**src/rtl/apb_drain_ctrl.sv**
```systemverilog
// Drains a FIFO of {address, data} entries onto an APB bus as single writes,
// with optional access timeout, sticky error flag and saturating statistics.
module apb_drain_ctrl #(
    parameter int DSIZE   = 32,
    parameter int AWIDTH  = 32,
    parameter int TIMEOUT = 16
) (
    input  logic              rclk,
    input  logic              rrst_n,
    input  logic              enable,
    input  logic              fifo_rempty,
    input  logic [DSIZE-1:0]  fifo_rdata,
    input  logic [AWIDTH-1:0] fifo_addr,
    output logic              fifo_rinc,
    output logic [AWIDTH-1:0] paddr,
    output logic [DSIZE-1:0]  pwdata,
    output logic              pwrite,
    output logic              psel,
    output logic              penable,
    input  logic              pready,
    input  logic              pslverr,
    output logic              busy,
    output logic              err_irq,
    input  logic              err_clr,
    output logic [15:0]       xfer_cnt,
    output logic [7:0]        err_cnt
);

    localparam int TW = (TIMEOUT > 1) ? $clog2(TIMEOUT + 1) : 1;

    typedef enum logic [1:0] {
        IDLE   = 2'd0,
        SETUP  = 2'd1,
        ACCESS = 2'd2
    } state_t;

    state_t            state_reg, state_next;
    logic              armed_reg;
    logic [TW-1:0]     tmo_cnt_reg, tmo_cnt_next;
    logic [AWIDTH-1:0] paddr_reg;
    logic [DSIZE-1:0]  pwdata_reg;
    logic [15:0]       xfer_cnt_reg, xfer_cnt_next;
    logic [7:0]        err_cnt_reg, err_cnt_next;
    logic              err_irq_reg, err_irq_next;

    logic can_pop;
    logic pop;
    logic done;
    logic timeout_hit;
    logic err_ev;

    // armed_reg keeps the first pop off the first edge after reset release
    assign can_pop = armed_reg && enable && !fifo_rempty;
    assign done    = (state_reg == ACCESS) && pready;
    assign err_ev  = (done && pslverr) || timeout_hit;

    generate
        if (TIMEOUT == 0) begin : g_no_tmo
            assign timeout_hit  = 1'b0;
            assign tmo_cnt_next = '0;
        end else begin : g_tmo
            assign timeout_hit  = (state_reg == ACCESS) && !pready &&
                                  (tmo_cnt_reg == TW'(TIMEOUT - 1));
            assign tmo_cnt_next = ((state_reg == ACCESS) && !pready && !timeout_hit)
                                  ? tmo_cnt_reg + TW'(1) : '0;
        end
    endgenerate

    always_comb begin
        state_next = state_reg;
        pop        = 1'b0;
        unique case (state_reg)
            IDLE: begin
                if (can_pop) begin
                    pop        = 1'b1;
                    state_next = SETUP;
                end
            end
            SETUP: begin
                state_next = ACCESS;
            end
            ACCESS: begin
                // completion and timeout both chain straight into the next entry
                if (done || timeout_hit) begin
                    if (can_pop) begin
                        pop        = 1'b1;
                        state_next = SETUP;
                    end else begin
                        state_next = IDLE;
                    end
                end
            end
            default: begin
                state_next = IDLE;
            end
        endcase
    end

    always_comb begin
        xfer_cnt_next = xfer_cnt_reg;
        err_cnt_next  = err_cnt_reg;
        err_irq_next  = err_irq_reg;
        if (done && (xfer_cnt_reg != 16'hFFFF)) begin
            xfer_cnt_next = xfer_cnt_reg + 16'd1;
        end
        // a clear coinciding with a new error leaves exactly that one error recorded
        if (err_clr) begin
            err_irq_next = err_ev;
            err_cnt_next = err_ev ? 8'd1 : 8'd0;
        end else if (err_ev) begin
            err_irq_next = 1'b1;
            if (err_cnt_reg != 8'hFF) begin
                err_cnt_next = err_cnt_reg + 8'd1;
            end
        end
    end

    always_ff @(posedge rclk or negedge rrst_n) begin
        if (!rrst_n) begin
            state_reg    <= IDLE;
            armed_reg    <= 1'b0;
            tmo_cnt_reg  <= '0;
            paddr_reg    <= '0;
            pwdata_reg   <= '0;
            xfer_cnt_reg <= '0;
            err_cnt_reg  <= '0;
            err_irq_reg  <= 1'b0;
        end else begin
            state_reg    <= state_next;
            armed_reg    <= 1'b1;
            tmo_cnt_reg  <= tmo_cnt_next;
            xfer_cnt_reg <= xfer_cnt_next;
            err_cnt_reg  <= err_cnt_next;
            err_irq_reg  <= err_irq_next;
            if (pop) begin
                paddr_reg  <= fifo_addr;
                pwdata_reg <= fifo_rdata;
            end
        end
    end

    assign fifo_rinc = pop;
    assign paddr     = paddr_reg;
    assign pwdata    = pwdata_reg;
    assign pwrite    = 1'b1;
    assign psel      = (state_reg == SETUP) || (state_reg == ACCESS);
    assign penable   = (state_reg == ACCESS);
    assign busy      = (state_reg != IDLE);
    assign err_irq   = err_irq_reg;
    assign xfer_cnt  = xfer_cnt_reg;
    assign err_cnt   = err_cnt_reg;

endmodule

```
**config.mk**
```make
export PLATFORM = sky130hd
export DESIGN_NAME = apb_drain_ctrl
export DESIGN_NICKNAME = d
export VERILOG_FILES = /design/src/rtl/apb_drain_ctrl.sv
export SDC_FILE = /design/constraint.sdc
export NUM_CORES = 1
export LEC_CHECK = 0
export BUFFER_PORTS_ARGS = -buffer_cell sky130_fd_sc_hd__clkbuf_2
export CAP_MARGIN = 0
export CORE_UTILIZATION = 48
export DETAILED_ROUTE_END_ITERATION = 7
export HOLD_SLACK_MARGIN = 0.1
export PLACE_DENSITY = 0.79
export SKIP_LAST_GASP = 1
export SLEW_MARGIN = 25
export SYNTH_ARGS = -nofsm -noshare
export SYNTH_HDL_FRONTEND = slang
export SYNTH_SLANG_ARGS = --single-unit
```
**constraint.sdc**
```tcl
create_clock -name rclk -period 2.4 [get_ports rclk]
set_input_delay 0.36 -clock rclk [delete_from_list [all_inputs] [get_ports rclk]]
set_output_delay 0.36 -clock rclk [all_outputs]
set_load 0.03 [all_outputs]
```
Word level (Yosys, flattened, before mapping)
Cells that the tools add are included.
- register bits after elaboration: 97
- input bits: 71
- output and inout bits: 94
- word-level logic and storage cells: 52
- $add $sub $neg: 3
- eq/ne operators: 7
- mux-type cells: 14
- reductions and logical operators: 20
- operator list (cell ; count):
    $mux 8 ; 3
    $add 16x1->16 const B ; 1
    $ne 16x16->1 const B ; 1
    $add 8x1->8 const B ; 1
    $logic_and 1x1->1 ; 8
    $ne 8x8->1 const B ; 1
    $mux 1 ; 6
    $pmux 2 s3 ; 1
    $reduce_bool 2->1 ; 3
    $add 5x1->5 const B ; 1
    $eq 5x4->1 const B ; 1
    $mux 5 ; 1
    $mux 2 ; 2
    $reduce_and 2->1 ; 2
    $logic_not 1->1 ; 3
    $logic_or 1x1->1 ; 3
    $eq 2x1->1 const B ; 1
    $eq 2x2->1 const B ; 1
    $logic_not 2->1 ; 1
    $ne 2x1->1 const B ; 1
    $ne 2x2->1 const B ; 1
    $pmux 1 s2 ; 1

Longest topological paths before layout
- depth after elaboration: 6
- mapped depth: 8
- depth with buffers taken out: 7

Least setup slack after synthesis
No wires, ideal clock.
- kind: flip-flop to output port
- start point: register state_reg[0]
- end point: output fifo_rinc
- arrival: 1.870 ns
- data required time: 2.040 ns
- path slack: 0.170 ns
- stages on the path, launching flop included: 9
- buffers on the path: 3
- path through: dfrtp_1 inv_1 ha_1 clkbuf_8 o21ai_0 a21o_1 buf_2 buf_2 inv_1
- cells in the longest elaborated chain, start to end: 6
- elaborated cells between the ends (all ways): 8
- classes of those cells: eq/ne: 1; mux: 2; reduce/logical: 5
- RTL lines (item ; RTL line ; text):
    start, declared ; 37 ; state_t state_reg, state_next;
    start signal, assigned ; 129 ; state_reg <= state_next;
    $eq 2x2->1 (*) ; - ;
    net penable ; 19 ; output logic penable,
    $logic_and 1x1->1 (2 in series) ; 62 ; assign timeout_hit = (state_reg == ACCESS) && !pready &&
    $logic_or 1x1->1 ; 84 ; if (done || timeout_hit) begin
    $mux 1 ; 84 ;
    $pmux 1 s2 (*) ; 72 ; unique case (state_reg)
    end, declared ; 14 ; output logic fifo_rinc,
The timed path passes the listed nets; every way through them passes the cells marked *.

Worst setup path after layout
- start point: register tmo_cnt_reg[0]
- end point: output fifo_rinc
- cells in the longest elaborated chain, start to end: 5
- RTL lines (item ; RTL line ; text):
    start, declared ; 39 ; logic [TW-1:0] tmo_cnt_reg, tmo_cnt_next;
    start signal, assigned ; 131 ; tmo_cnt_reg <= tmo_cnt_next;
    $eq 5x4->1 ; 63 ; (tmo_cnt_reg == TW'(TIMEOUT - 1));
    $logic_and 1x1->1 ; 62 ;
    $logic_or 1x1->1 ; 84 ;
    $mux 1 ; 84 ;
    $pmux 1 s2 ; 72 ;
Every way passes these cells.

==> impl_metrics.tcl <==
set metrics [dict create \
    outcome "finished, final reports clean" \
    r2r_end "pwdata[20]$_DFFE_PN0P_" \
    synth-compound-area-share_pct 4.669 \
    synth-main-ff-cell "dfrtp_1" \
    r2r_cells 8 \
    drv_cap 0 \
    worst_setup_path_start_kind "flop" \
    synth_cell_types 43 \
    initialDrtViolationCount 125 \
    layout_setup_ws_ps 121.5 \
    rsz0062_at_grt "false" \
    synth-seq-cells 97 \
    final_cells 586 \
    setup_viol 0 \
    synth.area.mux_share_pct 19.26 \
    diodes 0 \
    arrival_ps 1920 \
    io_buffer_count 163 \
    post-route-period-util_pct 94.94 \
    htreeDepth 3 \
    dieHeight_um 94.43 \
    p_per_area_nw_per_um2 1216 \
    internal-power_uw 3614 \
    synthSimpleGateAreaFrac_pct 9.399 \
    swShare_pct 43.66 \
    combinationalPowerShare_pct 43.6 \
    cts_made_buffers 9 \
    dp_hpwl_mm 6.423 \
    firstDrtPassIters 4 \
    nNetsFinal 555 \
    p_switching_uw 2801 \
    synthXorXnorAreaFrac_pct 2.777 \
    ir_worst_vdd_uv 742.6 \
    grt_pass1_vias 2814 \
    row_count 33 \
    drt-total-wl_mm 8.669 \
    core_area_sq_um 8258 \
    ys_seq_area_share_pct 59.20 \
    cts_tree "done" \
    crit_required_ps 2040 \
    final-hold-violation-count 0 \
    tightest_slew_ps 622.3 \
    die_area_sq_um 8916 \
    fin_skew_ps 11.88 \
    die-width_um 94.43 \
    syn_area_per_cell_sq_um 13.49 \
    grt_max_degree 44 \
    pre_cts_ws_ps 193.3 \
    ant_nets 0 \
    r2r_start "tmo_cnt_reg[0]$_DFF_PN0_" \
    avgRoutedWirePerCell_um 14.79 \
    synth_fa_ha_area_share_pct 2.441 \
    synth_top_family_by_area "multiplexers" \
    cts_max_path_buffers 2 \
    ys_warn_count 0 \
    io_pins 165 \
    antenna_found_initial 0 \
    drcViolationCount 0 \
    path_class "flop to primary output" \
    cts_num_sinks 97 \
    period_needed_ps 2278 \
    initial_core_util_pct 49.65 \
    maxSlewHeadroom_pct 58.13 \
    layout_commonest_cell "clkbuf_2" \
    gr-total-overflow 0 \
    clk_pin_slew_ps 110 \
    place.gp.congestion 0.7707 \
    r2r_slack_ps 150 \
    cp-end-kind "primary output" \
    postLayoutCellArea_sq_um 5275 \
    hold_depth 2 \
    endpoint "fifo_rinc" \
    viasPerCell 5.160 \
    fmax_ghz 0.4389 \
    vias 3024 \
    grt_pass1_wl_mm 13.37 \
    power_frac_seq_pct 40.3 \
    p_clk_share_pct 16.1 \
    postSynthCellCount 304 \
    synthArstFlopShare_pct 100.0 \
    synth_edf_count 0 \
    clk_latency_ps 360 \
    utilization_pct 63.88 \
    drive_gt1_share_pct 53.64 \
    fin_tns_setup_ps 0 \
    drv_slew 0 \
    worstPathMaxFanout 4 \
    final_cell_mix "clkbuf_2 (162), dfrtp_1 (97), mux2_2 (66), nand3_1 (11)" \
    syn-cell-area_sq_um 4100 \
    grt_usage_pct 19.31 \
    cts_root_buffer "clkbuf_8" \
    worstSetupStartpoint "tmo_cnt_reg[0]$_DFF_PN0_" \
    place_area_sq_um 5062 \
    holdCritPathClass "input port to flop" \
    placed_cells 568 \
    p_leak_uw 0.002652 \
    syn_to_final_growth_pct 28.65 \
]
[how the worst min path moves through the flow]
| stage | to | slack (ps) | from |
|---|---|---|---|
| final | paddr[10]$_DFFE_PN0P_ | 220 | fifo_addr[10] |
| after global routing | pwdata[12]$_DFFE_PN0P_ | 200 | fifo_rdata[12] |
| after CTS | paddr[12]$_DFFE_PN0P_ | 210 | fifo_addr[12] |
| after detailed placement | pwdata[12]$_DFFE_PN0P_ | 320 | rrst_n |
| after global placement | pwdata[12]$_DFFE_PN0P_ | 320 | rrst_n |
| after floorplan | armed_reg$_DFF_PN0_ | 60 | rrst_n |
[through the flow]
stage	power (uW)	hold WS (ps)
global route	6761	203.8
finish	6414	224.0
detailed placement	5427	319.6
global placement	5329	319.9
CTS	6468	206.7
floorplan	4510	64.41
[metal layers]
metal	vias to the layer above	track usage, %	share of wire [%]
met3	14	3.382	4.5
met1	1480	24.25	41
met5	-	0	0
li1	1433	-	-
met2	97	32.91	52
met4	0	7.949	2.2
[final cells by class]
class,count,area [sq um]
repair buffers,171,905.9
multi-input cells,190,1589
clock buffers,10,137.6
well taps,105,131.4
flip-flops and latches,97,2427
fillers,658,2983
clock inverters,6,57.56
inverters,7,26.28
[power by group through the flow]
stage          combinational (uW)  clock (uW)  sequential (uW)
2_1_floorplan                 752           0             3760
3_3_place_gp                 2760           0             2570
3_5_place_dp                 2820           0             2610
4_1_cts                      2820        1060             2590
5_1_grt                      2970        1130             2670
6_report                     2800        1040             2580
[synthesized netlist by cell type (2+ instances only)]
cell	n	share of area [%]
and3_1	5	0.76
xnor2_1	9	1.9
o21a_1	4	0.73
o21ai_0	5	0.61
and2_1	2	0.31
mux2_2	66	18
clkbuf_1	3	0.27
nand2_1	10	0.92
buf_2	6	0.73
nand4_1	9	1.4
nand3_1	11	1.3
mux2i_1	2	0.49
inv_1	7	0.64
nor3_1	3	0.37
a31oi_1	3	0.46
o211ai_1	3	0.55
nor2b_1	2	0.31
xor2_1	4	0.85
a21oi_1	6	0.73
nor4_1	5	0.76
or4_2	2	0.43
nor2_1	10	0.92
and4_1	3	0.64
ha_1	8	2.4
nand2b_1	2	0.31
dfrtp_1	97	59
[cells by family after synthesis]
kind of cell	count (synthesis)
other	1
AND/OR/NAND/NOR	69
AO/OA/AOI/OAI	28
multiplexers	70
buffers and inverters	18
flip-flops	97
XOR/XNOR	13
adder cells (fa/ha/maj)	8
[critical path, stage by stage (launching register included)]
cell and delay, ps:
dfrtp_1 410, ha_1 230, and3_1 190, ha_1 220
o21ai_0 150, a21o_2 160, inv_1 50, clkbuf_2 170
[repair_timing]
| action | 4_1_cts | 5_1_grt |
|---|---|---|
| buffers inserted | 1 | 0 |
| setup endpoints to repair | 1 | 0 |
| hold buffers | 1 | 0 |
| endpoints found under the hold margin | 29 | 0 |
| gates resized for setup | 0 | 0 |
Note: power is estimated with default switching activity, not from simulation.
